`src/rtl/timer_counter.sv`:
```
// -----------------------------------------------------------------------------
// timer_counter
//   Memory-mapped countdown timer occupying the Dev0 slot behind the system
//   bridge. Software programs PRESET and CTRL; the timer loads PRESET into
//   COUNT, counts down to zero, raises an interrupt flag and then either
//   stops (one-shot) or reloads (auto-reload).
//
// Ports
//   clk    in   system clock, all state updates on the rising edge
//   reset  in   synchronous active-high reset
//   Addr   in   byte address; only Addr[3:2] is decoded (device select is
//               done by the bridge)
//   WE     in   write strobe, already qualified by the bridge hit
//   Din    in   write data
//   Dout   out  combinational read data of the addressed register
//   IRQ    out  interrupt request (irq_flag gated by CTRL.IM)
//
// Register map (Addr[3:2])
//   0 CTRL   R/W  [0] EN, [2:1] MODE, [3] IM; upper bits read 0
//   1 PRESET R/W
//   2 COUNT  RO
//   3 reserved, reads 0
// -----------------------------------------------------------------------------
module timer_counter #(
    parameter int WIDTH = 32
) (
    input  logic             clk,
    input  logic             reset,
    input  logic [31:0]      Addr,
    input  logic             WE,
    input  logic [WIDTH-1:0] Din,
    output logic [WIDTH-1:0] Dout,
    output logic             IRQ
);

    localparam logic [WIDTH-1:0] ONE = {{(WIDTH-1){1'b0}}, 1'b1};

    typedef enum logic [1:0] {
        S_IDLE = 2'd0,
        S_LOAD = 2'd1,
        S_CNT  = 2'd2,
        S_INT  = 2'd3
    } state_t;

    state_t           state;
    state_t           state_nxt;

    logic             ctrl_en;
    logic [1:0]       ctrl_mode;
    logic             ctrl_im;
    logic [WIDTH-1:0] preset;
    logic [WIDTH-1:0] count;
    logic             irq_flag;

    logic             wr_ctrl;
    logic             wr_preset;

    // FSM action strobes
    logic             do_load;
    logic             do_dec;
    logic             do_fire;
    logic             do_stop;
    logic             do_rearm;

    // Address bits outside [3:2] are decoded by the bridge, not here.
    logic             unused_addr;
    assign unused_addr = ^{Addr[31:4], Addr[1:0]};

    assign wr_ctrl   = WE && (Addr[3:2] == 2'd0);
    assign wr_preset = WE && (Addr[3:2] == 2'd1);

    // State register
    always_ff @(posedge clk) begin
        if (reset) begin
            state <= S_IDLE;
        end else begin
            state <= state_nxt;
        end
    end

    // Next-state logic, evaluated on pre-edge register values
    always_comb begin
        state_nxt = state;
        case (state)
            S_IDLE: if (ctrl_en) state_nxt = S_LOAD;
            S_LOAD: state_nxt = S_CNT;
            S_CNT: begin
                if (!ctrl_en) begin
                    state_nxt = S_IDLE;
                end else if (count > ONE) begin
                    state_nxt = S_CNT;
                end else begin
                    state_nxt = S_INT;
                end
            end
            S_INT:  state_nxt = S_IDLE;
            default: state_nxt = S_IDLE;
        endcase
    end

    // FSM outputs: datapath action strobes
    always_comb begin
        do_load  = 1'b0;
        do_dec   = 1'b0;
        do_fire  = 1'b0;
        do_stop  = 1'b0;
        do_rearm = 1'b0;
        case (state)
            S_LOAD: do_load = 1'b1;
            S_CNT: begin
                if (ctrl_en) begin
                    // COUNT of 0 or 1 fires directly so it never wraps below 0
                    if (count > ONE) begin
                        do_dec = 1'b1;
                    end else begin
                        do_fire = 1'b1;
                    end
                end
            end
            S_INT: begin
                // Only MODE=01 reloads; 00 and 1x both behave as one-shot
                if (ctrl_mode == 2'b01) begin
                    do_rearm = 1'b1;
                end else begin
                    do_stop = 1'b1;
                end
            end
            default: ;
        endcase
    end

    // Registers
    always_ff @(posedge clk) begin
        if (reset) begin
            ctrl_en   <= 1'b0;
            ctrl_mode <= 2'b00;
            ctrl_im   <= 1'b0;
            preset    <= '0;
            count     <= '0;
            irq_flag  <= 1'b0;
        end else begin
            // A software CTRL write overrides the hardware EN clear
            if (wr_ctrl) begin
                ctrl_en   <= Din[0];
                ctrl_mode <= Din[2:1];
                ctrl_im   <= Din[3];
            end else if (do_stop) begin
                ctrl_en <= 1'b0;
            end

            if (wr_preset) begin
                preset <= Din;
            end

            if (do_load) begin
                count <= preset;
            end else if (do_dec) begin
                count <= count - ONE;
            end else if (do_fire) begin
                count <= '0;
            end

            // The hardware set beats a simultaneous software clear
            if (do_fire) begin
                irq_flag <= 1'b1;
            end else if (wr_ctrl || wr_preset || do_rearm) begin
                irq_flag <= 1'b0;
            end
        end
    end

    // Read mux
    always_comb begin
        Dout = '0;
        case (Addr[3:2])
            2'd0: Dout = {{(WIDTH-4){1'b0}}, ctrl_im, ctrl_mode, ctrl_en};
            2'd1: Dout = preset;
            2'd2: Dout = count;
            default: Dout = '0;
        endcase
    end

    assign IRQ = irq_flag & ctrl_im;

endmodule

```
`config.mk`:
```
export PLATFORM = sky130hd
export DESIGN_NAME = timer_counter
export DESIGN_NICKNAME = d
export VERILOG_FILES = /design/src/rtl/timer_counter.sv
export SDC_FILE = /design/constraint.sdc
export NUM_CORES = 1
export LEC_CHECK = 0
export BUFFER_PORTS_ARGS = -buffer_cell sky130_fd_sc_hd__clkbuf_2
export CAP_MARGIN = 20
export CORE_ASPECT_RATIO = 0.7
export CORE_MARGIN = 10
export CORE_UTILIZATION = 54
export DETAILED_ROUTE_END_ITERATION = 7
export GPL_TIMING_DRIVEN = 0
export PLACE_DENSITY = 0.86
export SLEW_MARGIN = 10
export SYNTH_ARGS = -nofsm -noshare
export SYNTH_HDL_FRONTEND = slang
export SYNTH_SLANG_ARGS = --single-unit
```
`constraint.sdc`:
```
create_clock -name clk -period 2.66 [get_ports clk]
set_clock_uncertainty 0.15 [all_clocks]
set_input_delay 0.399 -clock clk [delete_from_list [all_inputs] [get_ports clk]]
set_output_delay 0.399 -clock clk [all_outputs]
set_load 0.03 [all_outputs]
```
==> results.md <==
* CTS tree: yes
* Final count of pins violating max slew at 0
* Multi-input gate area at 2330 sq um
* Maximum VDD drop at 334 uV
* Synth Instances at 494
* Final Critical Period at 2.57 ns
* Register area at 1420 sq um
* Initial Util at 0.549
* Sequential share of the synthesized area at 0.359
* Layout Utilization at 0.639
* # DRC at 0
* Synth async-reset ratio at 0
* Max Cap Viol at 0
* Diodes inserted at 0
* Status: finished clean
* Top_reg_cell synth: dfxtp_1
* Clock transition at the registers of the reported paths at 0.08 ns
* Vias at 4,224
* FP Rows at 26
* Worst Path Required at 2.11 ns
* Hold Buf Count CTS at 0
* Core region area at 7220 sq um
* Syn Nets at 563
* Post-DR wirelength/cell at 20.0 um
* CP Max Fanout at 10
* Layout cells sized above 1 at 0.192
* Pwr/cell area at 493 nW/um^2
* RD Place Congestion at 0.998
* Die width at 122 um
* Clock buffer depth at 2
* Hold path startpoint: Din[17]
* Reg2reg start: count[0]$_SDFFE_PP0P_
* Worst path arrival time at 2.02 ns
* Hold depth at 3
* Post-Syn Area at 3960 sq um
* Critical R2R Capture: count[4]$_SDFFE_PP0P_
* Most numerous cell in the Yosys netlist: nand2_1
* DR pass1 iterations at 5
* Top cells by count, synth: 89 x nand2_1, 71 x dfxtp_1, 63 x a21oi_1
* Setup Viol. Count Final at 0
* Pin count of the biggest net entering global routing at 12
* Placed instance count at 659
* Vias in the first global route at 3,948
* GR Overflow Total at 0
* Postcts setup bufs at 0
* Non-Filler Instances at 675
* DRT iter0 DRCs at 433
* Area fraction of the dominant cell type after synthesis at 0.359
* CTS Buf Count at 9
* Syn Area/Cell at 8.02 sq um
* RSZ-0062 raised after global routing: false
* Slew @ Worst Pin at 0.721 ns
* Hold WS at 0.107 ns
* Top cells by area, synth: dfxtp_1 36%, nand2_1 8.4%, a21oi_1 8.0%
* H-tree Lvls at 3
* Startpoint types: input pin
* Period utilisation layout at 0.966
* TritonCTS Sinks at 71
* Hold crit path type: input pin to register
* Ports at 100
* Worst Reg-to-Reg Cells at 8
* Worst slew margin at 0.515
* DP HPWL at 9.65 mm
* PortBufs at 67
* Hold path endpoint: preset[17]$_SDFFE_PP0P_
* CTS root buf: clkbuf_8
* FILL cells at 691
* Final WL at 13.5 mm
* Gr usage total at 0.234
* Die area at 11,200 sq um
* Worst-Skew Late Latency at 0.35 ns
* CP Capture Type: output port
* Synth area leader: dfxtp_1
* Post-synth EDFFs at 0
* Synthesized flop and latch total at 71
* Die Y at 91.7 um
* Layout Nets at 641
* Via density per instance at 6.26
* Fmax at 389 MHz
* Setup CP Type: input pin to output port
* Yosys Warn Count at 0
* Reg-to-reg slack, setup at 0.16 ns
* Cell variety after synth at 60
* First-pass GRT wire length at 20.9 mm
* Hold Fails Final Rpt at 0
* Static Leak at 0.00183 uW
* Synth-to-Final Area Change at 16.5%
* Antenna viol nets, final at 0
* Antenna violations before repair at 1
power by group:
| part | internal, uW | total, uW | leakage [uW] | switching (uW) |
|---|---|---|---|---|
| registers | 1080 | 1110 | 0.000575 | 22.9 |
| logic | 101 | 299 | 0.00115 | 198 |
| clock network | 455 | 869 | 0.000100 | 414 |
through the flow:
step / cell area, sq um / setup WS [ns] / power, uW / setup TNS [ns]
3_5_place_dp: 4420 / -0.307 / 1420 / -5.15
3_3_place_gp: 4420 / -0.298 / 1410 / -5.25
4_1_cts: 4620 / 0.0882 / 2270 / 0
2_1_floorplan: 3960 / 0.370 / 1320 / 0
5_1_grt: 4620 / 0.00161 / 2350 / 0
6_report: 4620 / 0.0910 / 2280 / 0
cell families (layout without fill, tap and decap cells):
logic type | after synthesis | after routing | synth area share
flip-flops | 71 | 71 | 0.359
XOR/XNOR | 12 | 12 | 0.0265
multiplexers | 7 | 7 | 0.0177
adder cells (fa/ha/maj) | 2 | 2 | 0.00631
buffers and inverters | 49 | 132 | 0.0527
AO/OA/AOI/OAI | 152 | 152 | 0.259
AND/OR/NAND/NOR | 201 | 201 | 0.280
cell usage in the layout, fill, tap and decap left out, drive strengths merged, types with 7 or more instances in the layout:
cell type	count
a21oi	63
a22o	28
a22oi	8
a31oi	13
buf	8
clkbuf	113
dfxtp	71
inv	7
mux2i	7
nand2	89
nand3	21
nand4	7
nor2	26
nor3	12
nor4	15
o21ai	8
xnor2	11
critical path, stage by stage:
cell	delay, ns
clkbuf_1	0.18
nor2b_1	0.14
clkbuf_1	0.30
clkbuf_1	0.54
a22o_1	0.24
clkbuf_2	0.21
how the worst max path moves through the flow:
stage | cells after the start | endpoint | slack, ns | from
after CTS | 6 | Dout[13] | 0.09 | Addr[3]
after floorplan | 5 | Dout[10] | 0.37 | Addr[3]
after global placement | 6 | Dout[5] | -0.30 | Addr[3]
after global routing | 6 | Dout[6] | 0.002 | Addr[3]
final | 6 | Dout[5] | 0.09 | Addr[3]
after detailed placement | 6 | Dout[13] | -0.31 | Addr[3]
what timing repair did:
action | 4_1_cts | 5_1_grt
setup endpoints to repair | 20 | 14
gates resized for setup | 3 | 4
hold endpoints to repair | 0 | 0
metal layers:
metal / routed length [um] / track usage
met3: 1490 / 0.0667
met4: 292 / 0.0705
met1: 5790 / 0.316
met2: 5900 / 0.353
met5: 0 / 0
flip-flops by register name, summed over array words and instances, names as in the netlist:
signal and cells:
ctrl_mode 2, ctrl_im 1, count 32, irq_flag 1
state 2, ctrl_en 1, preset 32
cell type report:
type	count	share of cell area
Clock buffer	12	0.0314
Multi-Input combinational cell	374	0.505
Clock inverter	4	0.00975
Tap cell	98	0.0266
Inverter	7	0.00569
Sequential cell	71	0.308
Timing Repair Buffer	67	0.0726
Buffer	42	0.0409
(Power assumes the default switching activity.)
